===== config.mk =====
export PLATFORM = sky130hd
export DESIGN_NAME = gbuff_stream_reader
export DESIGN_NICKNAME = d
export VERILOG_FILES = /design/src/rtl/gbuff_stream_reader.sv
export SDC_FILE = /design/constraint.sdc
export NUM_CORES = 1
export LEC_CHECK = 0
export ABC_CLOCK_PERIOD_IN_PS = 5400
export CORE_AREA = 8 8 108 110
export DETAILED_ROUTE_END_ITERATION = 16
export DIE_AREA = 0 0 116 118
export GPL_ROUTABILITY_DRIVEN = 1
export PLACE_DENSITY = 0.65
export SLEW_MARGIN = 30
export SYNTH_ARGS = -nofsm -noshare
export SYNTH_HDL_FRONTEND = slang
export SYNTH_SLANG_ARGS = --single-unit

===== constraint.sdc =====
create_clock -name clk_i -period 5.4 [get_ports clk_i]
set_input_delay 1.35 -clock clk_i [delete_from_list [all_inputs] [get_ports clk_i]]
set_output_delay 1.35 -clock clk_i [all_outputs]
set_load 0.005 [all_outputs]

===== src/rtl/gbuff_stream_reader.sv =====
// gbuff_stream_reader: walks a wrapping address range of the global buffer,
// captures the one-cycle-latency read data into a small FIFO and presents it
// as a valid/ready stream with a last flag.
module gbuff_stream_reader #(
  parameter int ADDR_BITS  = 8,
  parameter int DATA_BITS  = 8,
  parameter int FIFO_DEPTH = 4
) (
  input  logic                 clk_i,
  input  logic                 rst_i,
  input  logic                 start_i,
  input  logic [ADDR_BITS-1:0] base_i,
  input  logic [ADDR_BITS:0]   len_i,
  output logic                 busy_o,
  output logic                 done_o,
  output logic                 gb_wr_en_o,
  output logic [ADDR_BITS-1:0] gb_index_o,
  input  logic [DATA_BITS-1:0] gb_data_i,
  output logic                 m_valid_o,
  output logic [DATA_BITS-1:0] m_data_o,
  output logic                 m_last_o,
  input  logic                 m_ready_i
);

  localparam int PW = $clog2(FIFO_DEPTH);
  localparam int CW = PW + 1;
  localparam logic [CW:0]        DEPTH_W  = (CW+1)'(FIFO_DEPTH);
  localparam logic [ADDR_BITS:0] LEN_ZERO = {(ADDR_BITS+1){1'b0}};
  localparam logic [ADDR_BITS:0] LEN_ONE  = {{ADDR_BITS{1'b0}}, 1'b1};

  typedef enum logic [1:0] {IDLE, RUN, DRAIN, DONE} state_t;

  state_t                 state_r, state_nxt;
  logic                   busy_r, done_r;
  logic [ADDR_BITS:0]     len_r, cnt_r, cnt_inc_s;
  logic [ADDR_BITS-1:0]   index_r;
  // iss_r: gb_index_o holds an issued address this cycle.
  // cap_r: gb_data_i carries the word for last cycle's issue and is captured now.
  logic                   iss_r, iss_last_r, cap_r, cap_last_r;

  logic [FIFO_DEPTH-1:0][DATA_BITS-1:0] mem_data_r;
  logic [FIFO_DEPTH-1:0]                mem_last_r;
  logic [PW-1:0]                        wr_ptr_r, rd_ptr_r;
  logic [CW-1:0]                        count_r;

  logic                   beat_s, room_s, issue_s, start_s, head_last_s;
  logic [CW:0]            occ_s;

  // Handshake, slot reservation and issue decision.
  always_comb begin
    beat_s      = (count_r != {CW{1'b0}}) & m_ready_i;
    head_last_s = mem_last_r[rd_ptr_r];
    // Count every word that may still land in the FIFO, so a newly issued
    // index always has a slot when its data arrives two edges later.
    occ_s       = {1'b0, count_r} + {{CW{1'b0}}, cap_r} + {{CW{1'b0}}, iss_r};
    room_s      = occ_s < (DEPTH_W + {{CW{1'b0}}, beat_s});
    cnt_inc_s   = cnt_r + LEN_ONE;
    start_s     = (state_r == IDLE) & start_i & (len_i != LEN_ZERO);
    issue_s     = (state_r == RUN) & (cnt_r != len_r) & room_s;
  end

  // Next-state logic of the transfer FSM.
  always_comb begin
    state_nxt = state_r;
    case (state_r)
      IDLE: begin
        if (start_i) begin
          if (len_i == LEN_ZERO) state_nxt = DONE;
          else                   state_nxt = RUN;
        end else begin
          state_nxt = IDLE;
        end
      end
      RUN: begin
        if (cnt_r == len_r) state_nxt = DRAIN;
        else                state_nxt = RUN;
      end
      DRAIN: begin
        if (beat_s & head_last_s) state_nxt = DONE;
        else                      state_nxt = DRAIN;
      end
      DONE:    state_nxt = IDLE;
      default: state_nxt = IDLE;
    endcase
  end

  // State register with registered busy/done flags.
  always_ff @(posedge clk_i or posedge rst_i) begin
    if (rst_i) begin
      state_r <= IDLE;
      busy_r  <= 1'b0;
      done_r  <= 1'b0;
    end else begin
      state_r <= state_nxt;
      busy_r  <= (state_nxt != IDLE);
      done_r  <= (state_nxt == DONE);
    end
  end

  // Address issue and read-latency pipeline tracking.
  always_ff @(posedge clk_i or posedge rst_i) begin
    if (rst_i) begin
      len_r      <= LEN_ZERO;
      cnt_r      <= LEN_ZERO;
      index_r    <= {ADDR_BITS{1'b0}};
      iss_r      <= 1'b0;
      iss_last_r <= 1'b0;
      cap_r      <= 1'b0;
      cap_last_r <= 1'b0;
    end else begin
      cap_r      <= iss_r;
      cap_last_r <= iss_last_r;
      if (start_s) begin
        len_r      <= len_i;
        cnt_r      <= LEN_ONE;
        index_r    <= base_i;
        iss_r      <= 1'b1;
        iss_last_r <= (len_i == LEN_ONE);
      end else if (issue_s) begin
        cnt_r      <= cnt_inc_s;
        index_r    <= index_r + ADDR_BITS'(1'b1);
        iss_r      <= 1'b1;
        iss_last_r <= (cnt_inc_s == len_r);
      end else begin
        iss_r      <= 1'b0;
        iss_last_r <= 1'b0;
      end
    end
  end

  // Output FIFO: unconditional capture of in-flight reads, pop on each beat.
  always_ff @(posedge clk_i or posedge rst_i) begin
    if (rst_i) begin
      mem_data_r <= {(FIFO_DEPTH*DATA_BITS){1'b0}};
      mem_last_r <= {FIFO_DEPTH{1'b0}};
      wr_ptr_r   <= {PW{1'b0}};
      rd_ptr_r   <= {PW{1'b0}};
      count_r    <= {CW{1'b0}};
    end else begin
      if (cap_r) begin
        mem_data_r[wr_ptr_r] <= gb_data_i;
        mem_last_r[wr_ptr_r] <= cap_last_r;
        wr_ptr_r             <= wr_ptr_r + PW'(1'b1);
      end else begin
        wr_ptr_r <= wr_ptr_r;
      end
      if (beat_s) rd_ptr_r <= rd_ptr_r + PW'(1'b1);
      else        rd_ptr_r <= rd_ptr_r;
      count_r <= count_r + CW'(cap_r) - CW'(beat_s);
    end
  end

  assign busy_o     = busy_r;
  assign done_o     = done_r;
  assign gb_wr_en_o = 1'b0;
  assign gb_index_o = index_r;
  assign m_valid_o  = (count_r != {CW{1'b0}});
  assign m_data_o   = mem_data_r[rd_ptr_r];
  assign m_last_o   = m_valid_o & head_last_s;

endmodule


# Yosys cells after proc, flatten, opt, wreduce, memory -nomap -nowiden

Index checks and enable logic that the tools add are counted.

Input bits: 29
RAM bits: 0
Bits in latches: 0
Memories kept: 0
Flip-flop bits (word level): 77
Output and inout port bits: 21
Logic and storage cells: 76
Bits in read-only memories: 0

Multipliers: 0
$lt $le $gt $ge: 4
Add/sub/neg operators: 9
Bitwise logic cells: 7
Equal/unequal tests: 8
Div/mod/pow operators: 0
Shifts and indexed selects: 0
Reductions and logical operators: 7
Mux-type cells: 23

Operators with widths:

| operator                                            | number |
|---|---|
| bitwise mux 32 bit                                  | 1 |
| 2-to-1 mux 8 bit                                    | 4 |
| == test 9 bit                                       | 2 |
| 2-to-1 mux 9 bit                                    | 2 |
| binary-select mux 8 bit (select 2 bit)              | 1 |
| demux 8 bit (select 2 bit)                          | 1 |
| adder 9 x 1 -> 9 bit (second input constant)        | 1 |
| == test 9 x 1 -> 1 bit (second input constant)      | 1 |
| zero test 9 bit                                     | 1 |
| != test 9 bit                                       | 1 |
| nonzero test 9 bit                                  | 1 |
| adder 8 x 1 -> 8 bit (second input constant)        | 1 |
| one-hot mux 2 bit (4 select lines)                  | 1 |
| AND 1 bit                                           | 7 |
| 2-to-1 mux 1 bit                                    | 7 |
| == test 2 bit (second input constant)               | 3 |
| < comparator 2 x 3 -> 1 bit (second input constant) | 2 |
| 2-to-1 mux 2 bit                                    | 3 |
| adder 2 x 1 -> 2 bit (second input constant)        | 2 |
| adder 3 x 1 -> 4 bit                                | 1 |
| adder 3 x 1 -> 4 bit (first input constant)         | 1 |
| adder 4 x 1 -> 4 bit                                | 1 |
| bitwise mux 4 bit                                   | 1 |
| < comparator 4 bit                                  | 1 |
| other kinds (10)                                    | 11 |

# Logic depth before layout (Yosys ltp)

Gate-level depths: netlist of run 1.

Word-level depth: 7
Mapped depth: 11
Mapped depth without buffers: 9

# Worst setup path before layout of run 1

Ideal clock, no wire load.

Kind: input to register
From: input port m_ready_i
To: register count_r[2]
Arrival time: 2,509 ps
Slack: 2,769 ps
Required time: 5,277 ps
Path buffers: 0
Library setup time: 123 ps
Stages on the path: 7
Cell sequence: o31ai_2 -> inv_1 -> ha_1 -> inv_1 -> ha_1 -> fa_1 -> xnor2_1

Cells in the longest elaborated chain, start to end: 2

RTL lines:

| item                      | line | source |
|---|---|---|
| start: declaration        | 22   | `input logic m_ready_i` |
| AND 1 bit                 | 51   | `beat_s = (count_r != {CW{1'b0}}) & m_ready_i;` |
| subtractor 3 x 1 -> 3 bit | 149  | `count_r <= count_r + CW'(cap_r) - CW'(beat_s);` |
| end signal: assignment    | 138  | `count_r <= {CW{1'b0}};` |
| end signal: assignment    | 149  |  |
| end: declaration          | 44   | `logic [CW-1:0] count_r;` |

No other way between the ends.
A chain may end at the register's enable or synchronous reset.

# Final worst setup path of run 1

From: register rd_ptr_r[0]
To: output port m_last_o

Cells in the longest elaborated chain, start to end: 3

RTL lines:

| item                                   | line | source |
|---|---|---|
| start: declaration                     | 43   | `logic [PW-1:0] wr_ptr_r, rd_ptr_r;` |
| start signal: assignment               | 137  | `rd_ptr_r <= {PW{1'b0}};` |
| start signal: assignment               | 147  | `if (beat_s) rd_ptr_r <= rd_ptr_r + PW'(1'b1);` |
| start signal: assignment               | 148  | `else rd_ptr_r <= rd_ptr_r;` |
| binary-select mux 1 bit (select 2 bit) | 52   | `head_last_s = mem_last_r[rd_ptr_r];` |
| 2-to-1 mux 1 bit (not written as such) | 52   |  |
| AND 1 bit                              | 159  | `assign m_last_o = m_valid_o & head_last_s;` |
| end: declaration                       | 21   | `output logic m_last_o,` |

No other way between the ends. The select of a mux whose other input is x is not followed.

==> results.md, run 1 <==
* Num rows at 37
* Final Hold Fails at 0
* DRT iter0 DRCs at 109
* Critical path class: reg -> out
* Finished Core Util at 46.9%
* Final wirelength at around 7.9 mm
* Ratio of cells with drive above 1 in the final layout at 20.6%
* CP required at 4.05 ns
* WL met3 at 332 µm
* Antenna diodes at 0
* Clk_skew at roughly 0.009 ns
* Yosys top cell area share at 49.4%
* WHS at 0.381 ns
* CTS sink cnt at 77
* Slowest CP cell: dfrtp_1
* Clk_lat worst skew at 0.35 ns
* Non-Filler Instances at roughly 520
* Tot GR Track Use at 12.2%
* Mean Syn Cell Area at 11.7 µm²
* Vias in the first global route at 2692
* Largest net degree at the start of global routing at 41
* Top-level I/O count at 50
* Worst vdd ir at 248 µV
* Switching part of the total at 38.4%
* Global route overflow at 0
* TritonCTS buffer count at 9
* Area Growth Syn to Fin at 20.1%
* Critical Path End Type: primary output
* Final setup violation count at 0
* Setup crit start kind: flop
* Leak at 0.00194 µW
* Pre-antenna DRT Iters at 4
* Type of the tightest min-delay check: reg -> reg
* # fillers at 933
* Worst slew margin at 48.0%
* Gates resized, CTS repair at 0
* Async SR Flop Fraction at 100%
* #FFs+latches synth at 77
* # port buffers at 48
* Synth cell count leaders: dfrtp_1 (77), nand2_1 (44), mux2_2 (36)
* CTS H-tree lvls at 3
* Residual DRC count at 0
* Setup_tns at 0 ns
* Most common cell in the synthesized netlist: dfrtp_1
* Critical Path Max Stage Delay at roughly 0.77 ns
* First-pass GRT wire length at about 13 mm
* Final ANT Viol Nets at 0
* Global placer's final weighted congestion at slightly below 0.9
* Post-synth EDFFs at 0
* Vias/cell at 5.06
* Initial core utilization at 39.0%
* Worst-Margin Slew at between 0.7 and 0.8 ns
* Distinct cells, synth at 51
* Clk pwr share at 14.7%
* Reg clk slew, reported paths at 0.09 ns
* Uppermost routed layer: met4
* Fin crit share at 69.1%
* Synthesized cell area at 0.00390 mm²
* Hold Buf Count CTS at 0
* Sequential Power Share at 37.8%
* Cell-internal power at ~1800 µW
* PwrDens at 615 mW/mm²
* Worst path cell trace: mux4_2 > and2_1 > clkdlybuf4s50_1
* Fin. max-slew vios at 0
* Max_cap viols at 0
* Clk root buf: clkbuf_8
* Power share of the combinational group at 47.6%
* Synthesized net count at 374
* RSZ-0062 raised after global routing: no
* Antenna violations before repair at 0
* Die area at roughly 0.014 mm²
* Synth warn at 0
* NetSw at 1110 µW
* Tmin final at around 3.7 ns
* CTS tree: built
* CTS Buffer Depth at 2
* # Post-CTS Setup Buffers at 0
* Main flop type after synthesis: dfrtp_1
* Chip Height at 118 µm
* Crit-path max FO at 11
* Met2 routed wirelength at 3.80 mm
* Status: completed
* Sequential share of the synthesized area at roughly 49%
* Post-detail-place hpwl at 5.61 mm
* Fin nets at 424
* Max Fclk at 268 MHz
* Vias at 2649
* Placed cells at just over 500
* Synth area leaders: dfrtp_1 (49%), mux2_2 (10%), mux4_2 (5.2%)
* Area of the core at 0.0100 mm²
* DR WL/cell at 15.0 µm
* Cells after Synth at 333
* Die width at 116 µm
* WL met1 at 3.64 mm
* Post-synth top area cell: dfrtp_1
* Critical path arrival at around 2.4 ns
-- logic make-up (layout without fill, tap and decap cells) --
group                    count (synthesis)  in the layout  share of synthesized area [%]
AO/OA/AOI/OAI                           35             35                           6.19
AND/OR/NAND/NOR                        107            107                           14.3
XOR/XNOR                                29             29                           6.90
multiplexers                            45             45                           15.6
adder cells (fa/ha/maj)                 12             12                           4.23
other                                    1              1                         0.0961
buffers and inverters                   27             82                           3.27
flip-flops                              77             77                           49.4
-- power groups by stage --
| stage | registers [µW] | logic (µW) | clock network (µW) |
|---|---|---|---|
| 2_1_floorplan | 991 | 1070 | 0 |
| 3_3_place_gp | 1090 | 1360 | 0 |
| 3_5_place_dp | 1100 | 1390 | 0 |
| 4_1_cts | 1090 | 1400 | 436 |
| 5_1_grt | 1130 | 1520 | 463 |
| 6_report | 1090 | 1370 | 423 |
-- worst paths after layout --
path / start / endpoint / slack, ns / cells past startpoint
worst max-delay path: rd_ptr_r[0] / m_last_o / 1.67 / 3
worst min-delay path: iss_last_r / cap_last_r / 0.38 / 0
worst max register to register: cap_r / gb_index_o[6] / 2.73 / 10
worst min register to register: iss_last_r / cap_last_r / 0.38 / 0
max in group asynchronous: rst_i / len_r[6] / 2.94 / 3
min in group asynchronous: rst_i / mem_data_r[9] / 1.45 / 2
-- through the flow --
step	area [µm²]	setup slack, ns	total power, µW
finish	4690	1.67	2880
global route	4690	1.53	3110
floorplan	3900	2.08	2060
global placement	4500	1.94	2450
CTS	4690	1.58	2920
detailed placement	4500	1.88	2490
-- state kept, by name (all words and copies together) (netlist names), 2 cells and up --
signal	count
cnt_r	9
mem_data_r	32
rd_ptr_r	2
len_r	9
wr_ptr_r	2
state_r	2
gb_index_o	8
count_r	3
mem_last_r	4
-- critical path: cells and delay by family (launching register included) --
family,cells,cell delay [ns]
flops,1,0.77
mux,1,0.64
buf+inv,1,0.44
simple gates,1,0.18
-- cell usage in the layout, fill, tap and decap left out, drive strengths merged, types with 2 or more instances in the layout --
cell and count:
or2 2, fa 2, nand3 7, o21ai 10, clkbuf 9, nand4 5, and3 2, or3 2
nor3 5, o22ai 4, clkdlybuf4s50 48, buf 2, dfrtp 77, xnor2 25, nor4 8, nand2 44
mux4 9, nor3b 3, inv 22, a21oi 6, mux2 36, xor2 4, o31ai 2, nor2 23
a211oi 3, a311oi 2, ha 10, nor2b 2
-- cell type report --
cell class	count	area, µm²	area share, %
Multi-Input combinational cell	229	1850	39.4
Sequential cell	77	1930	41.1
Timing Repair Buffer	50	495	10.6
Inverter	16	60.1	1.28
Tap cell	136	170	3.63
Clock inverter	7	62.6	1.34
Clock buffer	9	124	2.64
-- metal layers --
layer,vias to the layer above,track usage (%)
met2,50,19.7
met3,10,3.03
met4,0,4.14
li1,1276,-
met5,-,0
met1,1313,15.5
Note: power is estimated with default switching activity, not from simulation.
==> run 2: changes to the inputs <==
- ABC_CLOCK_PERIOD_IN_PS: 5400 -> 3690
- clock period: 5.4 -> 3.69 ns (I/O delays scaled with it)
==> run 2 against run 1 <==
  * Core utilization rose by 0.44 points
  * Clock skew barely moved
  * First-iteration DRC count rose by 8.3%
  * Setup slack got worse by 1.1 ns
  * Critical endpoint unchanged
  * Largest power group unchanged
==> results.md, run 2 (synthesis gave the netlist of run 1 again) <==
* Status: completed
* Die area at 0.0137 mm² (unchanged)
* Chip Height at 118 µm (unchanged)
* Worst Hold Path Cells at 0 (unchanged)
* Final wirelength at 7.91 mm (+0.57%)
* PwrDens at 898 mW/mm² (+46%)
* Hold worst-path end: cap_last_r
* DRT iter0 DRCs at 118 (+8.3%)
* Pre-antenna DRT Iters at 5 (+1)
* Fin nets at 428 (+0.94%)
* Reg-to-Reg End: gb_index_o[6]
* Final setup violation count at 0 (unchanged)
* Vias in the first global route at 2783 (+3.4%)
* Fin. max-slew vios at 0 (unchanged)
* Clk_lat worst skew at 0.35 ns (about the same)
* Slowest CP cell: mux4_2
* Initial core utilization at 39.0% (unchanged)
* Vias at 2659 (+0.38%)
* Reg2reg start: cap_r
* Worst reg2reg setup slack at 0.94 ns (-1.79 ns)
* Top flop regs: mem_data_r (32), cnt_r (9), len_r (9)
* Finished Core Util at 47.3% (+0.44 points)
* HP Start: iss_last_r
* Tmin final at 3.11 ns
* Antenna violations before repair at 0 (unchanged)
* Num rows at 37 (unchanged)
* CP required at 2.77 ns (-1.28 ns)
* Clk_skew at 0.00833 ns (-0.000477 ns)
* Gates resized, CTS repair at 0 (unchanged)
* Worst path cell trace: buf_4 > mux4_2 > and2_1 > clkdlybuf4s50_1
* Final ANT Viol Nets at 0 (unchanged)
* Biggest register: mem_data_r
* Worst vdd ir at 334 µV (+34%)
* Critical Path End Type: primary output
* CTS sink cnt at 77 (unchanged)
* Hold Buf Count CTS at 0 (unchanged)
* Global placer's final weighted congestion at 0.844 (-3.6%)
* DR WL/cell at 15.0 µm (-0.19%)
* Type of the tightest min-delay check: reg -> reg
* # Post-CTS Setup Buffers at 0 (unchanged)
* Worst R2R Path Depth at 10 (unchanged)
* Die width at 116 µm (unchanged)
* Area of the core at 0.0100 mm² (unchanged)
* Fin crit share at 84.3%
* Area Growth Syn to Fin at 21.2%
* Critical Path Max Stage Delay at 0.58 ns (-0.19 ns)
* Largest net degree at the start of global routing at 49 (+20%)
* First-pass GRT wire length at 14.0 mm (+5.0%)
* CTS tree: built
* CTS Buffer Depth at 2 (unchanged)
* Leak at 0.00196 µW (+1.0%)
* Most frequent cells in the layout: dfrtp_1 (77), clkdlybuf4s50_1 (48), nand2_1 (44), mux2_2 (36), xnor2_1 (23)
* Ratio of cells with drive above 1 in the final layout at 21.4% (+0.81 points)
* RSZ-0062 raised after global routing: no
* Max_cap viols at 0 (unchanged)
* TritonCTS buffer count at 9 (unchanged)
* Buf+Inv Stages, Crit Path at 2 (+1)
* Vias/cell at 5.04 (-0.38%)
* # port buffers at 48 (unchanged)
* CP delay by family, top: buffers and inverters
* Reg clk slew, reported paths at 0.09 ns (about the same)
* Max Fclk at 321 MHz
* Setup crit start kind: flop
* Max FFs per register at 32 (unchanged)
* Setup_tns at 0 ns (unchanged)
* Worst slew margin at 55.8% (+7.8 points)
* Crit-path max FO at 9 (-2)
* CTS H-tree lvls at 3 (unchanged)
* Clk root buf: clkbuf_8
* Critical path class: reg -> out
* Residual DRC count at 0 (unchanged)
* Global route overflow at 0 (unchanged)
* Critical path arrival at 2.19 ns (-0.19 ns)
* Tot GR Track Use at 12.7% (+0.52 points)
* Antenna diodes at 0 (unchanged)
* Top-level I/O count at 50 (unchanged)
* Post-detail-place hpwl at 5.74 mm (+2.2%)
* Commonest non-fill, non-tap cell in the layout: dfrtp_1
* Worst-Margin Slew at 0.662 ns (-0.116 ns)
* Final Hold Fails at 0 (unchanged)
-- run 2: metrics by stage --
stage / worst slack, ns / instances / total power (µW) / cell area, µm² / hold slack (ns)
2_1_floorplan: 0.801 / 333 / 3020 / 3900 / 0.331
3_3_place_gp: 0.788 / 512 / 3600 / 4540 / 0.349
3_5_place_dp: 0.728 / 512 / 3680 / 4540 / 0.341
4_1_cts: 0.537 / 528 / 4310 / 4730 / 0.357
5_1_grt: 0.468 / 528 / 4610 / 4730 / 0.377
6_report: 0.579 / 528 / 4250 / 4730 / 0.348
-- run 2: cell type report --
cell class	count	area, µm²
Clock inverter	7	63.8
Clock buffer	9	124
Fill cell	962	5270
Tap cell	136	170
Multi-Input combinational cell	229	1850
Sequential cell	77	1930
Inverter	16	60.1
Timing Repair Buffer	54	538
-- run 2: metal layers --
layer | vias up | part of all wire [%] | GRT usage (%)
li1 | 1269 | - | -
met1 | 1305 | 43 | 15.9
met2 | 66 | 50 | 20.4
met3 | 19 | 5.2 | 3.69
met4 | 0 | 2.1 | 4.54
met5 | - | 0 | 0
-- run 2: worst max-delay path by stage --
stage	from	end	slack, ns	cells past startpoint
finish	rd_ptr_r[0]	m_last_o	0.58	4
global route	rd_ptr_r[0]	m_last_o	0.47	4
CTS	rd_ptr_r[0]	m_last_o	0.54	4
detailed placement	m_ready_i	gb_index_o[6]	0.73	8
global placement	m_ready_i	gb_index_o[6]	0.79	8
floorplan	rst_i	busy_o	0.80	1
-- run 2: power breakdown --
part / internal, µW / switching (µW)
Clock: 259 / 360
Sequential: 1230 / 334
Combinational: 1130 / 940
==> run 3: changes to the inputs <==
- ABC_CLOCK_PERIOD_IN_PS: 3690 -> 2700
- PLACE_DENSITY: 0.65 -> 0.67
- clock period: 3.69 -> 2.7 ns (I/O delays scaled with it)
==> run 3 against run 2 <==
  * Via count increased by 1.2%
  * Largest cell class unchanged
  * Flip-flop and latch count unchanged
  * Final cell count increased by 1.7%
  * Critical path depth decreased by 1
  * Sequential share of layout area decreased by 0.89 points
  * Critical path type unchanged
  * Non-clock buffer count increased by 9
  * Count of clock-buffer cells in the layout unchanged
  * Setup slack got worse by 0.46 ns
  * Global-route usage increased by 0.061 points
==> results.md, run 3 (synthesis gave the netlist of run 1 again) <==
* Status: completed
* Final Hold Fails at 0 (unchanged)
* CTS sink cnt at 77 (unchanged)
* CP required at 2.03 ns (-0.74 ns)
* Critical path arrival at 1.90 ns (-0.29 ns)
* Vias/cell at 5.01 (-0.49%)
* First-pass GRT wire length at 14.1 mm (+0.85%)
* PwrDens at 1250 mW/mm² (+39%)
* Vias in the first global route at 2889 (+3.8%)
* Tmin final at 2.58 ns
* Vias at 2691 (+1.2%)
* Top-level I/O count at 50 (unchanged)
* Area Growth Syn to Fin at 24.0%
* Pre-antenna DRT Iters at 4 (-1)
* Chip Height at 118 µm (unchanged)
* Max FFs per register at 32 (unchanged)
* Post-detail-place hpwl at 5.94 mm (+3.5%)
* Fin nets at 437 (+2.1%)
* # fillers at 940 (-2.3%)
* Num rows at 37 (unchanged)
* Reg clk slew, reported paths at 0.08 ns (about the same)
* Biggest register: mem_data_r
* Final worst setup slack at 0.121 ns (-0.458 ns)
* Fin. max-slew vios at 0 (unchanged)
* Fin crit share at 95.5%
* Worst R2R Path Depth at 10 (unchanged)
* Max Fclk at 388 MHz
* Antenna diodes at 0 (unchanged)
* Global placer's final weighted congestion at 0.847 (+0.39%)
* Tot GR Track Use at 12.8% (+0.061 points)
* # port buffers at 48 (unchanged)
* Final wirelength at 8.18 mm (+3.4%)
* Placed cells at 521 (+1.8%)
* Setup_tns at 0 ns (unchanged)
* Largest net degree at the start of global routing at 78 (+59%)
* Non-Filler Instances at 537 (+1.7%)
* Top flop regs: mem_data_r (32), cnt_r (9), len_r (9)
* TritonCTS buffer count at 9 (unchanged)
* Clk_skew at 0.0102 ns (+0.00188 ns)
* Clk_lat worst skew at 0.35 ns (about the same)
* RSZ-0062 raised after global routing: no
* Die area at 0.0137 mm² (unchanged)
* Worst Hold Path Cells at 0 (unchanged)
* Clk root buf: clkbuf_8
* Post-place setup slack at 0.0975 ns (-0.631 ns)
* # Post-CTS Setup Buffers at 0 (unchanged)
* CTS tree: built
* Critical Path End Type: primary output
* Critical path class: reg -> out
* Final ANT Viol Nets at 0 (unchanged)
* Worst slew margin at 66.4% (+11 points)
* CTS H-tree lvls at 3 (unchanged)
* Antenna violations before repair at 0 (unchanged)
* Most frequent cells in the layout: dfrtp_1 (76), clkdlybuf4s50_1 (48), nand2_1 (44), mux2_2 (36), xnor2_1 (23)
* Global route overflow at 0 (unchanged)
* Gates resized, CTS repair at 0 (unchanged)
* Commonest non-fill, non-tap cell in the layout: dfrtp_1
* DR WL/cell at 15.2 µm (+1.7%)
* Hold Buf Count CTS at 0 (unchanged)
* Final setup violation count at 0 (unchanged)
* DRT iter0 DRCs at 160 (+36%)
* Initial core utilization at 39.0% (unchanged)
* Worst-Margin Slew at 0.502 ns (-0.160 ns)
* Type of the tightest min-delay check: reg -> reg
* Residual DRC count at 0 (unchanged)
* Crit-path max FO at 3 (-6)
* Setup crit start kind: flop
* CTS Buffer Depth at 2 (unchanged)
* Worst vdd ir at 593 µV (+77%)
* Leak at 0.00203 µW (+3.2%)
* Die width at 116 µm (unchanged)
* Ratio of cells with drive above 1 in the final layout at 23.7% (+2.3 points)
* Max_cap viols at 0 (unchanged)
* Area of the core at 0.0100 mm² (unchanged)
-- run 3: cell count changes in the layout (fill, tap and decap cells not counted), sizes merged --
cell | before | now
clkinv | 1 | 2
inv | 20 | 19
clkinvlp | 2 | 1
bufinv | 0 | 1
buf | 6 | 15
-- run 3: worst paths after layout --
check	startpoint	endpoint	slack [ns]
setup / recovery	rd_ptr_r[0]	m_last_o	0.12
hold / removal	iss_last_r	cap_last_r	0.36
setup reg to reg	iss_r	gb_index_o[3]	0.23
hold reg to reg	iss_last_r	cap_last_r	0.36
max in group asynchronous	rst_i	rd_ptr_r[0]	1.64
min in group asynchronous	rst_i	mem_data_r[9]	0.71
-- run 3: worst max-delay path: stages (launching register included) --
cell	delay, ns
dfrtp_2	0.41
mux4_2	0.54
and2_1	0.17
clkdlybuf4s50_1	0.44
-- run 3: stage by stage --
stage / hold WS (ns) / utilization [%] / total power, µW / cell area, µm²
2_1_floorplan: 0.331 / - / 4120 / 3900
3_5_place_dp: 0.349 / 46.2 / 5170 / 4620
6_report: 0.362 / 48.4 / 6040 / 4840
3_3_place_gp: 0.335 / 46.2 / 5060 / 4620
5_1_grt: 0.372 / 48.4 / 6540 / 4840
4_1_cts: 0.368 / 48.3 / 6090 / 4830
-- run 3: final cells by class --
| class | count | area, µm² | area share, % |
|---|---|---|---|
| sequential | 77 | 1930 | 39.9 |
| timing repair buffer | 63 | 622 | 12.9 |
| tap | 136 | 170 | 3.52 |
| clock inverter | 7 | 81.3 | 1.68 |
| multi-input combinational | 229 | 1850 | 38.3 |
| clock buffer | 9 | 124 | 2.56 |
| inverter | 16 | 60.1 | 1.24 |
-- run 3: layer usage --
layer  vias up  GRT usage, %  wire (µm)
li1       1293             -          -
met1      1329          15.3       3500
met2        59          21.9       4220
met3        10          3.03        354
met4         0          4.30        106
met5         -             0          0
-- run 3: report_power, final --
group / switching [µW] / internal (µW) / total (µW)
Clock: 468 / 440 / 908
Sequential: 434 / 1680 / 2110
Combinational: 1360 / 1660 / 3020
Total: 2260 / 3780 / 6040
